<file path="src/rtl/seg7_pkg.sv">
// Shared constants for the seven-segment scan driver: segment patterns and
// the active-low polarity of the segment and anode lines.
package seg7_pkg;

  // Logic levels on the active-low display lines.
  localparam logic SEG_ON  = 1'b0;
  localparam logic SEG_DARK = 1'b1;
  localparam logic AN_ON   = 1'b0;
  localparam logic AN_OFF  = 1'b1;

  localparam logic [7:0] SEG_OFF = 8'hFF;

  // Full seg_n byte {p,g,f,e,d,c,b,a} per hex code with the point off;
  // element 0 is the rightmost entry of the concatenation.
  localparam logic [15:0][7:0] SEG_TABLE = {
    8'h8E, 8'h86, 8'hA1, 8'hC6, 8'h83, 8'h88, 8'h90, 8'h80,
    8'hF8, 8'h82, 8'h92, 8'h99, 8'hB0, 8'hA4, 8'hF9, 8'hC0
  };

endpackage

</file>
<file path="src/rtl/seg7_hex_decode.sv">
// Combinational hex-to-seven-segment decoder with decimal point, active-low
// output byte {p,g,f,e,d,c,b,a}.
module seg7_hex_decode
  import seg7_pkg::*;
(
  input  logic [3:0] i_code,
  input  logic       i_dp,
  output logic [7:0] o_seg_n
);

  logic [7:0] w_pattern;

  assign w_pattern = SEG_TABLE[i_code];
  assign o_seg_n   = {(i_dp ? SEG_ON : SEG_DARK), w_pattern[6:0]};

endmodule

</file>
<file path="src/rtl/seg7_scan_driver.sv">
// Multiplexed seven-segment scan driver: latches digit data, scans one digit
// per SCAN_DIV cycles with a dark guard cycle, and registers all outputs.
module seg7_scan_driver
  import seg7_pkg::*;
#(
  parameter  int NUM_DIGITS = 8,
  parameter  int SCAN_DIV   = 100000,
  localparam int IDX_W      = $clog2(NUM_DIGITS),
  localparam int PW         = $clog2(SCAN_DIV)
) (
  input  logic                    clk,
  input  logic                    rst_n,
  input  logic [4*NUM_DIGITS-1:0] hex_in,
  input  logic [NUM_DIGITS-1:0]   dp_in,
  input  logic                    le,
  input  logic                    blank,
  input  logic                    lz_en,
  input  logic [NUM_DIGITS-1:0]   digit_en,
  output logic [7:0]              seg_n,
  output logic [NUM_DIGITS-1:0]   an_n,
  output logic [IDX_W-1:0]        scan_idx,
  output logic                    frame_tick
);

  if (NUM_DIGITS < 2 || NUM_DIGITS > 16) begin : g_bad_num_digits
    $error("seg7_scan_driver: NUM_DIGITS must be in 2..16");
  end
  if (SCAN_DIV < 2) begin : g_bad_scan_div
    $error("seg7_scan_driver: SCAN_DIV must be >= 2");
  end

  logic [PW-1:0]             r_presc;
  logic [IDX_W-1:0]          r_idx;
  logic [4*NUM_DIGITS-1:0]   r_hex;
  logic [NUM_DIGITS-1:0]     r_dp;
  logic                      r_wrap_evt;

  logic                      w_presc_wrap;
  logic                      w_idx_last;
  logic                      w_guard;
  logic [3:0]                w_code;
  logic                      w_dp;
  logic [NUM_DIGITS-1:0]     w_zero_from;
  logic                      w_lz_dark;
  logic                      w_dark;
  logic [7:0]                w_dec_seg_n;
  logic [7:0]                w_seg_n_next;
  logic [NUM_DIGITS-1:0]     w_an_n_next;

  assign w_presc_wrap = (r_presc == PW'(SCAN_DIV - 1));
  assign w_idx_last   = (r_idx == IDX_W'(NUM_DIGITS - 1));
  assign w_guard      = (r_presc == '0);

  assign w_code = r_hex[{r_idx, 2'b00} +: 4];
  assign w_dp   = r_dp[r_idx];

  // w_zero_from[i] is set when digits i..NUM_DIGITS-1 all hold code 0.
  always_comb begin
    w_zero_from = '0;
    w_zero_from[NUM_DIGITS-1] = (r_hex[4*(NUM_DIGITS-1) +: 4] == 4'h0);
    for (int i = NUM_DIGITS - 2; i >= 0; i--) begin
      w_zero_from[i] = w_zero_from[i+1] && (r_hex[4*i +: 4] == 4'h0);
    end
  end

  assign w_lz_dark = lz_en && (r_idx != '0) && w_zero_from[r_idx] && !w_dp;
  assign w_dark    = blank || !digit_en[r_idx] || w_lz_dark;

  seg7_hex_decode u_decode (
    .i_code  (w_code),
    .i_dp    (w_dp),
    .o_seg_n (w_dec_seg_n)
  );

  // The guard cycle only drops the anodes; segments may settle meanwhile.
  always_comb begin
    w_seg_n_next = w_dec_seg_n;
    w_an_n_next  = {NUM_DIGITS{AN_OFF}};
    if (w_dark) begin
      w_seg_n_next = SEG_OFF;
    end else if (!w_guard) begin
      w_an_n_next = ~(NUM_DIGITS'(1) << r_idx);
    end
  end

  always_ff @(posedge clk or negedge rst_n) begin
    if (!rst_n) begin
      r_presc    <= '0;
      r_idx      <= '0;
      r_hex      <= '0;
      r_dp       <= '0;
      r_wrap_evt <= 1'b0;
      seg_n      <= SEG_OFF;
      an_n       <= {NUM_DIGITS{AN_OFF}};
      scan_idx   <= '0;
      frame_tick <= 1'b0;
    end else begin
      r_presc <= w_presc_wrap ? '0 : r_presc + PW'(1);
      if (w_presc_wrap) begin
        r_idx <= w_idx_last ? '0 : r_idx + IDX_W'(1);
      end
      if (!le) begin
        r_hex <= hex_in;
        r_dp  <= dp_in;
      end
      // Delayed one stage so the pulse lines up with the registered scan_idx.
      r_wrap_evt <= w_presc_wrap && w_idx_last;
      seg_n      <= w_seg_n_next;
      an_n       <= w_an_n_next;
      scan_idx   <= r_idx;
      frame_tick <= r_wrap_evt;
    end
  end

endmodule

</file>
<file path="config.mk">
export PLATFORM = sky130hd
export DESIGN_NAME = seg7_scan_driver
export DESIGN_NICKNAME = d
export VERILOG_FILES = /design/src/rtl/seg7_pkg.sv /design/src/rtl/seg7_hex_decode.sv /design/src/rtl/seg7_scan_driver.sv
export SDC_FILE = /design/constraint.sdc
export NUM_CORES = 1
export LEC_CHECK = 0
export CAP_MARGIN = 25
export CORE_MARGIN = 1
export CORE_UTILIZATION = 45
export DETAILED_ROUTE_END_ITERATION = 12
export PLACE_DENSITY = 0.78
export REMOVE_ABC_BUFFERS = 1
export SLEW_MARGIN = 25
export SYNTH_ARGS = -nofsm -noshare
export SYNTH_HDL_FRONTEND = slang
export SYNTH_SLANG_ARGS = --single-unit
</file>
<file path="constraint.sdc">
create_clock -name clk -period 2.6 [get_ports clk]
set_clock_uncertainty 0.1 [all_clocks]
set_input_delay 0.65 -clock clk [delete_from_list [all_inputs] [get_ports clk]]
set_output_delay 0.65 -clock clk [all_outputs]
set_load 0.01 [all_outputs]
</file>
=== Yosys cells after proc, flatten, opt, wreduce, memory -nomap -nowiden ===
Memories as Yosys holds them, arrays and structs flattened.
Cells that the tools add are included.

* Add/subtract/negate cells: 2
* Multiply operators: 0
* Div/mod/pow operators: 0
* Order comparisons: 2
* Eq/ne operators: 2
* Shift-type cells: 2
* Mux-type cells: 13
* Bitwise logic cells: 1
* Reductions and logical operators: 25

{| class="wikitable"
|+ Operator list
! operator !! number
|-
| zero test 4 bit || 8
|-
| variable part select 32 x 6 -> 4 bit || 1
|-
| two-way mux 8 bit || 3
|-
| adder 17 x 1 -> 17 bit, second input constant || 1
|-
| == test 17 bit, second input constant || 1
|-
| zero test 17 bit || 1
|-
| two-way mux 17 bit || 1
|-
| logical AND 1 bit || 11
|-
| binary-select mux 1 bit (select 3 bit) || 3
|-
| NOT 8 bit || 1
|-
| left shift 1 x 3 -> 8 bit, first input constant || 1
|-
| two-way mux 7 bit || 1
|-
| < comparator 4 x 5 -> 1 bit, second input constant || 1
|-
| < comparator 3 x 4 -> 1 bit, second input constant || 1
|-
| two-way mux 1 bit || 4
|-
| adder 3 x 1 -> 3 bit, second input constant || 1
|-
| == test 3 bit, second input constant || 1
|-
| two-way mux 3 bit || 1
|-
| nonzero test 3 bit || 1
|-
| zero test 1 bit || 2
|-
| logical OR 1 bit || 2
|}

* Register bits after elaboration: 81
* Latch bits: 0
* Memory bits (writable): 0
* ROM bits: 128
* Input bits: 53
* Output and inout port bits: 20
* Logic and storage cells: 57
* Memories kept: 1

{| class="wikitable"
|+ Memory list
! name !! words !! width !! rd ports !! clocked after Yosys merged registers in !! wr ports !! line !! RTL
|-
| (name not given) || 16 || 8 || 1 || 0 || 0 || seg7_hex_decode.sv:13 || <nowiki>assign w_pattern = SEG_TABLE[i_code];</nowiki>
|}

=== Longest topological paths before layout ===
Gate-level depths: netlist of run 1.

* Depth in word-level cells: 14
* Mapped depth: 11
* Mapped depth without buffers: 9

=== By module ===
A second synthesis of run 1 with hierarchy kept.

* Cells, all modules: 328
* Area total of the unflattened synthesis: 4,008.8 µm²

{| class="wikitable"
|+ Modules (own cells, without submodules)
! module !! times used !! cells an instance !! area each (µm²) !! seq. area each (µm²)
|-
| seg7_scan_driver || 1 || 295 || 3,729.8 || 2,047.0
|-
| seg7_hex_decode || 1 || 33 || 279.0 || 0.0
|}

=== Worst setup path before layout of run 1 ===
Ideal clock, no wire load.

* Path type: reg-to-reg
* Start point: reg r_idx[0]
* End point: reg seg_n[3]
* Library setup time: 81 ps
* Arrival: 2,308 ps
* Slack: 111 ps
* Stages on the path, launching flop included: 9
* Path through: dfrtp_1 buf_6 mux4_2 o21ai_0 inv_1 ha_1 mux2_2 mux2i_1 nand2_1

* Longest elaborated chain between the ends: 6
* Elaborated cells between the ends (all ways): 18

{| class="wikitable"
|+ Ends and longest elaborated chain
! item !! line !! RTL
|-
| start: declaration || seg7_scan_driver.sv:33 || <nowiki>logic [IDX_W-1:0] r_idx;</nowiki>
|-
| start signal: assignment || seg7_scan_driver.sv:100 || <nowiki>r_idx <= w_idx_last ? '0 : r_idx + IDX_W'(1);</nowiki>
|-
| branches (longest 5 deep; another with memory read (16 x 8 bit)) || -- ||
|-
| two-way mux 8 bit (*) || seg7_scan_driver.sv:79 || <nowiki>if (w_dark) begin</nowiki>
|-
| net w_seg_n_next[3] || seg7_scan_driver.sv:47 || <nowiki>logic [7:0] w_seg_n_next;</nowiki>
|-
| end signal: assignment || seg7_scan_driver.sv:108 || <nowiki>seg_n <= w_seg_n_next;</nowiki>
|-
| end: declaration || seg7_scan_driver.sv:19 || <nowiki>output logic [7:0] seg_n,</nowiki>
|}

Mark *: on every way through the listed nets, which the timed path passes. The select of a mux whose other input is x is not followed.
A chain may end at the register's enable or synchronous reset.

=== Final worst setup path of run 1 ===
Same ends and word-level chain as after synthesis.

==> summary.md, run 1 <==
| Metric | Value |
|---|---|
| Status | complete, no violations |
| Rel. slew slack | 0.575 |
| Die Footprint | about 9000 um^2 |
| DRT Pass-1 Iters | 4 |
| Port bufs | 72 |
| CP startpoint kind | flop |
| Post-synthesis cell type count | 41 |
| Final Hold Fails | 0 |
| Vias in the first global route | about 2700 |
| Hold Slack | 184 ps |
| Fin crit share | 0.916 |
| Worst reg2reg setup slack | between 200 and 250 ps |
| GPL Wtd Cong | slightly below 0.8 |
| # nets final | 454 |
| HP Class | input port to asynchronous set/reset pin |
| DR iter-0 viols | 113 |
| P_sw | ~660 uW |
| CTS tree | done |
| Num CTS Buffers | 9 |
| Yosys reg bits | a little over 80 |
| Core box area | a little over 8000 um^2 |
| Leading cell type by number of instances after synthesis | dfrtp_1 |
| RSZ-0062 raised after global routing | no |
| Pre-CTS setup slack | -90.2 ps |
| DRC errors left | 0 |
| Placement Cell Area | 4720 um^2 |
| Initial Util | 0.466 |
| Cell accounting for the most synthesized area | dfrtp_1 |
| Leak Pwr | 2.06 nW |
| Fmax | 420 MHz |
| Clock power frac | 0.373 |
| All-Layer GR Usage | 0.194 |
| Antenna diodes | 0 |
| Top cells by area, synth | dfrtp_1 (42%), mux2_2 (12%), dfstp_2 (11%) |
| Vert. Die Dim | 94.2 um |
| Max Fanout on Critical Path | 7 |
| Post-Route WL | 7670 um |
| # rows | 33 |
| Half-perimeter wire length after detailed placement | 5660 um |
| Via count | 2629 |
| Layout area overhead | 29.2% |
| Crit Path Class | flop to flop |
| Layout cells sized above 1 | 0.265 |
| Worst setup EP type | flop |
| Setup Viol. Count Final | 0 |
| R2R Path End | seg_n[3]$_DFF_PN1_ |
| Post-synthesis sequential area ratio | 0.535 |
| R2R depth | 7 |
| Vias/cell | 5.29 |
| First-pass GRT wire length | 13000 um |
| Post-synth top cells | dfrtp_1 (65), mux2_2 (42), nand2_1 (28) |
| PD cells | 557 nW/um^2 |
| Cells after Synth | ~310 |
| Grt total ovfl | 0 |
| Max-cap viol count | 0 |
| Pin count of the biggest net entering global routing | 44 |
| Syn_area_per_cell | 12.6 um^2 |
| Initial antenna violation count | 0 |
| Logic pwr share | 0.123 |
| Register share of total power | 0.504 |
| Clock transition at path regs | 90 ps |
| Sw frac | 0.240 |
| CTS max path bufs | 2 |
| Worst Setup Slack, final | 219 ps |
| Minimum clock period | 2380 ps |
| Drt wl/cell | 15.4 um |
| Top-area cell type share of the netlist area | 0.425 |
| Final Slew Violations | 0 |
| Netlist Area Pre-Place | 3830 um^2 |
| Die Wd | about 94 um |
| Yosys Warn Count | 0 |
| Clk_lat worst skew | ~360 ps |
| I/O pins | 73 |
| Crit path DAT | 2560 ps |
| Post-synth EDFFs | 0 |
| Asr flop ratio synth | 1.00 |
| FF-to-FF Start | r_idx[0]$_DFFE_PN0N_ |
| Root buffer cell | clkbuf_8 |
| Setup Fix Bufs, Post-CTS | 0 |
| H-tree Lvls | 3 |
| Internal power | 2.09 mW |
| Worst Max-Slew Pin Slew | 632 ps |
| Fin Setup TNS | 0 ps |
| Final Cell Area | 4950 um^2 |
| CTS Sinks | 81 |
| Antenna violation net count after detailed routing | 0 |
| VDD IR max | ~0.00032 V |
| Worst EP required | around 2800 ps |
| Main flop type after synthesis | dfrtp_1 |
==> cell type report <==
type,instances,area (um^2)
sequential,81,2050
clock buffer,9,124
timing repair buffer,84,816
inverter,9,33.8
tap,105,131
fill,666,3270
multi-input combinational,202,1690
clock inverter,7,101
==> cell families after synthesis <==
group           count (synthesis)  synth area share
flops                          81             0.535
mux                            59             0.201
compound gates                 22            0.0405
xor+xnor                       15            0.0343
simple gates                   92             0.119
buf+inv                        22            0.0252
fa+ha+maj                      14            0.0458
==> routing by layer <==
metal / up-vias / global-route usage / routed length [um]
met2: 62 / 0.298 / 3700
met1: 1302 / 0.268 / 3570
met3: 9 / 0.0502 / 302
met5: - / 0 / 0
met4: 0 / 0.0628 / 100
li1: 1256 / - / -
==> state kept, by name, indices dropped and copies added (netlist names) <==
| signal | count |
|---|---|
| frame_tick | 1 |
| r_idx | 3 |
| r_dp | 8 |
| r_presc | 17 |
| r_hex | 32 |
| scan_idx | 3 |
| seg_n | 8 |
| r_wrap_evt | 1 |
| an_n | 8 |
==> power groups by stage <==
stage,clock network [mW],registers (mW),logic (mW)
3_5_place_dp,0,1.41,0.340
6_report,1.03,1.39,0.338
5_1_grt,1.11,1.40,0.372
2_1_floorplan,0,1.40,0.159
4_1_cts,1.05,1.39,0.342
3_3_place_gp,0,1.41,0.331
==> worst max-delay path by stage <==
| stage | end | start | cells past startpoint | slack (ps) |
|---|---|---|---|---|
| after detailed placement | seg_n[4]$_DFF_PN1_ | digit_en[1] | 6 | -90 |
| after CTS | seg_n[3]$_DFF_PN1_ | r_idx[0]$_DFFE_PN0N_ | 7 | 60 |
| after global placement | seg_n[4]$_DFF_PN1_ | digit_en[1] | 6 | -50 |
| after floorplan | seg_n[3]$_DFF_PN1_ | r_idx[0]$_DFFE_PN0N_ | 7 | -310 |
| final | seg_n[3]$_DFF_PN1_ | r_idx[0]$_DFFE_PN0N_ | 7 | 220 |
| after global routing | seg_n[3]$_DFF_PN1_ | r_idx[0]$_DFFE_PN0N_ | 7 | 10 |
==> through the flow <==
stage	std cells	util	power, mW
2_1_floorplan	292	-	1.56
3_3_place_gp	481	0.574	1.74
3_5_place_dp	481	0.574	1.75
4_1_cts	497	0.602	2.79
5_1_grt	497	0.602	2.88
6_report	497	0.602	2.76
==> cells in the final DEF, fill, tap and decap left out, types with 2 or more instances in the layout <==
cell,instances
mux2i_1,7
dfrtp_2,2
dfrtp_1,63
mux4_2,10
and3_1,4
o2111ai_1,2
inv_1,9
nor4_1,7
nand3_1,12
buf_4,12
clkdlybuf4s50_1,70
inv_6,3
mux2_2,42
ha_1,14
o21ai_0,6
clkbuf_8,9
nand2_1,28
and2_1,3
xor2_1,9
clkinvlp_4,2
nor2_1,17
a21oi_1,5
nor3_1,3
bufinv_16,2
nand4_1,8
nor2b_1,2
dfstp_2,16
xnor2_1,6
==> critical path: stages (launching register included) <==
cell and delay, ps:
dfrtp_2 480, mux4_2 530, o21ai_0 320, inv_1 140
ha_1 240, mux2_2 270, mux2i_1 150, nand2_1 70
==> what timing repair did <==
| item | in CTS | in global routing |
|---|---|---|
| hold buffers | 0 | 0 |
| gates resized for setup | 0 | 3 |
| endpoints found under the setup margin | 0 | 15 |
Note: power is estimated with default switching activity, not from simulation.
==> inputs of run 2 (changes only) <==
--- a/config.mk
+++ b/config.mk
@@ -8,6 +8,7 @@
 export CAP_MARGIN = 25
 export CORE_MARGIN = 1
 export CORE_UTILIZATION = 45
+export CTS_CLUSTER_DIAMETER = 50
 export DETAILED_ROUTE_END_ITERATION = 12
 export PLACE_DENSITY = 0.78
 export REMOVE_ABC_BUFFERS = 1
==> constraint.sdc (replaced) <==
create_clock -name clk -period 2 [get_ports clk]
set_clock_uncertainty 0.1 [all_clocks]
set_input_delay 0.5 -clock clk [delete_from_list [all_inputs] [get_ports clk]]
set_output_delay 0.5 -clock clk [all_outputs]
set_load 0.01 [all_outputs]
==> run 2 against run 1 <==
Compared with the run above: the run now ends with negative setup slack left; first-iteration DRC count is 12% lower; via count is 10% higher; combinational power increased by 73%; sequential share of layout area is 4.0 points lower; worst hold slack worse by 130 ps; critical endpoint is now seg_n[1]$_DFF_PN1_; largest cell class unchanged.
==> summary.md, run 2 (synthesis gave the netlist of run 1 again) <==
| Metric | Value |
|---|---|
| Status | complete, but fails checks |
| Failing checks | negative setup slack |
| DRT Pass-1 Iters | 4 (unchanged) |
| Vert. Die Dim | 94.2 um (unchanged) |
| DR iter-0 viols | 99 (-12%) |
| Vias/cell | 5.28 (-0.23%) |
| CP startpoint kind | flop |
| Hold Slack | 54.4 ps (-130 ps) |
| Slowest-stage cell, CP | mux4_2 |
| Half-perimeter wire length after detailed placement | 6350 um (+12%) |
| Grt total ovfl | 0 (unchanged) |
| DRC errors left | 0 (unchanged) |
| Antenna diodes | 0 (unchanged) |
| Max reg flops | 32 (unchanged) |
| Reg with most FFs | r_hex |
| # nets final | 505 (+11%) |
| Die Wd | 94.2 um (unchanged) |
| Layout area overhead | 43.1% |
| Vias in the first global route | 2998 (+12%) |
| Antenna violation net count after detailed routing | 0 (unchanged) |
| Fin util | 0.667 (+0.0646) |
| DP Cell Count | 525 (+9.1%) |
| Drt wl/cell | 16.0 um (+3.7%) |
| Final cell count without fillers | 548 (+10%) |
| Clk_lat worst skew | 360 ps (about the same) |
| Fin crit share | 1.09 (+0.169) |
| Fmax | 461 MHz (+9.7%) |
| PD cells | 643 nW/um^2 (+15%) |
| Initial Util | 0.466 (unchanged) |
| All-Layer GR Usage | 0.220 (+0.0255) |
| Crit path DAT | 2360 ps (-200 ps) |
| Multi-input combinational cell area | 1840 um^2 (+8.7%) |
| Port bufs | 72 (unchanged) |
| HP Class | input port to asynchronous set/reset pin |
| Worst Setup Slack, final | -170 ps (-389 ps) |
| Leak Pwr | 2.31 nW (+12%) |
| Worst Max-Slew Pin Slew | 403 ps (-229 ps) |
| H-tree Lvls | 3 (unchanged) |
| Final Slew Violations | 0 (unchanged) |
| Minimum clock period | 2170 ps (-211 ps) |
| Via count | 2892 (+10%) |
| Post-Route WL | 8770 um (+14%) |
| Top Registers | r_hex x32, r_presc x17 |
| CTS max path bufs | 2 (unchanged) |
| VDD IR max | 0.000389 V (+23%) |
| Critical path's largest stage delay | 510 ps (-20 ps) |
| Pre-CTS setup slack | -347 ps (-257 ps) |
| Setup Viol. Count Final | 15 (+15) |
| Die Footprint | 8880 um^2 (unchanged) |
| Filler Cell Count | 616 (-7.5%) |
| CTS tree | done |
| Most frequent cells in the layout | dfrtp_1 (64), clkdlybuf4s50_1 (54), buf_4 (51), mux2_2 (41), nand2_1 (22) |
| Worst setup EP type | flop |
| Register area | 2050 um^2 (about the same) |
| Worst EP required | 2190 ps (-590 ps) |
| Rel. slew slack | 0.731 (+0.156) |
| CTS Sinks | 81 (unchanged) |
| Pin count of the biggest net entering global routing | 82 (+86%) |
| Initial antenna violation count | 0 (unchanged) |
| Root buffer cell | clkbuf_8 |
| Total power | 3.52 mW (+28%) |
| GPL Wtd Cong | 0.810 (+2.6%) |
| Core box area | 8220 um^2 (unchanged) |
| Final Hold Fails | 0 (unchanged) |
| Layout cells sized above 1 | 0.411 (+0.146) |
| RSZ-0062 raised after global routing | yes |
| Crit path cell chain | buf_6, mux4_2, nand2_2, and2_4, ha_4, mux2_2, a32oi_1, nand2_1 |
| Num CTS Buffers | 9 (unchanged) |
| I/O pins | 73 (unchanged) |
| Max Fanout on Critical Path | 4 (-3) |
| Clock transition at path regs | 80 ps (about the same) |
| Crit Path Class | flop to flop |
| First-pass GRT wire length | 14600 um (+12%) |
| Commonest non-fill, non-tap cell in the layout | dfrtp_1 |
| Max-cap viol count | 0 (unchanged) |
| # rows | 33 (unchanged) |
[run 2: cell types whose count changed in the layout (fill, tap and decap cells not counted), moves of 5 or more]
cell,change
buf_6,+11
ha_1,-5
nand2_2,+6
buf_4,+39
clkdlybuf4s50_1,-16
dlygate4sd2_1,+16
nand2_1,-6
[run 2: stage by stage]
step | cell area, um^2 | TNS (ps)
finish | 5480 | -2090
global route | 5480 | -3100
CTS | 5400 | -1520
detailed placement | 5060 | -4700
global placement | 5060 | -3840
floorplan | 3770 | -13210
[run 2: path summary, 6_finish.rpt]
check	start	endpoint	slack, ps	depth (start not counted)
worst max-delay path	r_idx[0]$_DFFE_PN0N_	seg_n[1]$_DFF_PN1_	-170	8
worst min-delay path	rst_n	r_dp[7]$_DFFE_PN0N_	50	2
worst max register to register	r_idx[0]$_DFFE_PN0N_	seg_n[1]$_DFF_PN1_	-170	8
worst min register to register	r_wrap_evt$_DFF_PN0_	frame_tick$_DFF_PN0_	260	0
max in group asynchronous	rst_n	seg_n[4]$_DFF_PN1_	1400	2
min in group clk	r_wrap_evt$_DFF_PN0_	frame_tick$_DFF_PN0_	260	0
[run 2: cell type report]
type | count | area share
well taps | 105 | 0.0240
flip-flops and latches | 81 | 0.374
repair buffers | 135 | 0.225
multi-input cells | 202 | 0.336
clock buffers | 11 | 0.0276
inverters | 9 | 0.00662
clock inverters | 5 | 0.00708
[run 2: critical path: cells and delay by family (launching register included)]
family                     cells  cell delay [ps]
muxes                          2              770
adders and majority gates      1              200
DFF                            1              420
buffers and inverters          1              130
and+or+nand+nor                3              330
AOI/OAI and AO/OA              1              160
[run 2: where the power goes]
part	leakage (nW)	switching [mW]	total (mW)	internal [mW]
Sequential	0.970	0.0646	1.81	1.74
Combinational	1.25	0.229	0.584	0.354
Clock	0.0959	0.610	1.14	0.525
Total	2.31	0.904	3.52	2.62
[run 2: routing by layer]
layer,part of all wire,track usage
met5,0,0
met3,0.036,0.0413
met2,0.51,0.366
met4,0.023,0.109
met1,0.43,0.272
[run 2: timing repair]
action,4_1_cts,5_1_grt
pin swaps,12,7
hold buffers,0,0
gates cloned,1,0
gates resized for setup,55,12
setup endpoints to repair,31,24
setup buffers,4,3
==> patch: new RTL, config.mk and constraints of run 2 <==
Put one more register stage on the output `an_n`, cleared by the reset. The value now appears one clock later. The other outputs are not delayed to match.
--- a/src/rtl/seg7_scan_driver.sv
+++ b/src/rtl/seg7_scan_driver.sv
@@ -23,2 +23,4 @@
 );
+
+  logic [NUM_DIGITS-1:0] an_n_s0;
 
@@ -93,3 +95,3 @@
       seg_n      <= SEG_OFF;
-      an_n       <= {NUM_DIGITS{AN_OFF}};
+      an_n_s0    <= {NUM_DIGITS{AN_OFF}};
       scan_idx   <= '0;
@@ -108,3 +110,3 @@
       seg_n      <= w_seg_n_next;
-      an_n       <= w_an_n_next;
+      an_n_s0    <= w_an_n_next;
       scan_idx   <= r_idx;
@@ -114,2 +116,10 @@
 
+  always_ff @(posedge clk or negedge rst_n) begin
+    if (!rst_n) begin
+      an_n <= '0;
+    end else begin
+      an_n <= an_n_s0;
+    end
+  end
+
 endmodule
Formal check against the unedited RTL: not equivalent (a bounded check fails within 4 cycles, from zero or initial values and one cycle with rst_n low).
==> patch against run 2 <==
The flow still finishes with violations (negative setup slack). Synthesized area increased by 7.3%. Sequential cell count up 8. Cell area increased by 8.4%. Setup slack got worse by 0.022 ns. Routed wire length up 15%. Total power grew 18%. Count of clock-buffer cells in the layout rose by 1. Critical path type unchanged. Critical endpoint is now seg_n[3]. Highest routed layer unchanged.
==> patch: results (changes against run 2) <==
The run finished, with violations left. The checks that failed: negative setup slack. The largest fanout of any net on the critical path was 6 (+2). The final setup violation count came out at 14 (-1). The tools report the power in the clock group as 1550 uW (+36%). For the number of global-route vias before repair, the log shows 3220 (+7.4%).

The count of vias placed by the detailed router was 3026 (+4.6%). Average size of a mapped cell: 13.7 um^2 (+9.1%). For the number of nets at the end of the flow, the log shows 502 (-0.59%). The depth of the worst register-to-register path works out to 7 (-1). The logs give 0.547 (+0.0124) for the sequential cell area fraction in the yosys report and 0.416 mV (+6.9%) for the worst voltage drop across the vdd grid. The stage delay of the slowest cell on the critical path came out at 0.58 ns (+0.07 ns).

The global-route wire length before repair came out at 16100 um (+11%). The distinct cell type count after synthesis is 45 (+9.8%), and the fraction of final layout cells sized beyond drive strength 1 is 0.418 (+0.00735). The tools report the setup TNS after final layout as -1.49 ns (+0.603 ns). After synthesis, the cell types taking the most area are sky130_fd_sc_hd__dfrtp_1 (44%), sky130_fd_sc_hd__mux2_2 (11%), sky130_fd_sc_hd__dfstp_2 (10%). The estimated wirelength of the detail-placed design is 6140 um (-3.2%), and the post-cts sizing count is 69 (+25%). The number of buffers inserted during clock tree synthesis is 9 (unchanged), and the logic gate share of total power is 0.148 (-0.018).

The number of fill cells is 585 (-5.0%), and the weighted congestion at the end of routability-driven global placement is 0.838 (+3.4%). The capturing element of the worst setup path is seg_n[3]. The worst setup path is launched from a flop. The internal portion of total power was 3200 uW (+22%); the leakage power total was 0.00246 uW (+6.3%). The post-layout worst setup margin was -0.193 ns (-0.0225 ns); the first-iteration detailed-routing DRC count was 166 (+68%). The logs give 0.477 (-0.035) for the register share of total power and 2.38 ns (+0.02 ns) for the data arrival time of the critical path.

The run gives 90 (+9.8%) as the pin count of the biggest net entering global routing. The heaviest power group is sequential cells. Sorting the synthesized cells by how often they occur yields sky130_fd_sc_hd__dfrtp_1 (73), sky130_fd_sc_hd__mux2_2 (41), sky130_fd_sc_hd__dfstp_2 (16), sky130_fd_sc_hd__nand2_1 (16), sky130_fd_sc_hd__nor2_1 (15). The detailed-route wire length per cell works out to 18.3 um (+15%).
## patch: cell count changes in the layout (fill, tap and decap cells not counted), moves of 5 or more
cell	delta
sky130_fd_sc_hd__buf_4	-5
sky130_fd_sc_hd__dlygate4sd2_1	-8
sky130_fd_sc_hd__nand2_2	-6
sky130_fd_sc_hd__dfrtp_1	+7
sky130_fd_sc_hd__nand2_1	-6
sky130_fd_sc_hd__clkdlybuf4s50_1	+9
## patch: stage by stage
stage,area [um^2],instances
after global placement,5250,512
after detailed placement,5250,512
final,5940,548
after CTS,5850,544
after floorplan,4030,288
after global routing,5940,548
## patch: layer usage
layer  wire length, um  GRT usage  vias up
met5                 0          0        -
met4               319      0.103        0
met3               490     0.0453       31
met2              5240      0.378      125
met1              4000      0.261     1513
li1                  -          -     1357
## patch: cell type report
| cell class | count | area share |
|---|---|---|
| clock buffer | 12 | 0.0278 |
| inverter | 9 | 0.00611 |
| timing repair buffer | 135 | 0.214 |
| multi-input combinational | 191 | 0.334 |
| clock inverter | 4 | 0.0164 |
| tap | 108 | 0.0228 |
| sequential | 89 | 0.379 |
## patch: worst min-delay path by stage
stage | from | to | slack, ns | cells after the start
after global placement | r_wrap_evt | frame_tick | 0.24 | 0
final | rst_n | r_presc[12] | 0.06 | 2
after global routing | rst_n | r_presc[11] | 0.1 | 2
after detailed placement | r_wrap_evt | frame_tick | 0.25 | 0
after CTS | rst_n | r_presc[11] | 0.08 | 2
after floorplan | rst_n | an_n[0] | 0.10 | 0
## patch: kinds of logic after synthesis
kind of cell | after synthesis | synth area share
buf+inv | 21 | 0.0268
compound gates | 23 | 0.0396
fa+ha+maj | 14 | 0.0426
xor+xnor | 15 | 0.0320
mux | 61 | 0.213
flops | 89 | 0.547
simple gates | 77 | 0.0990
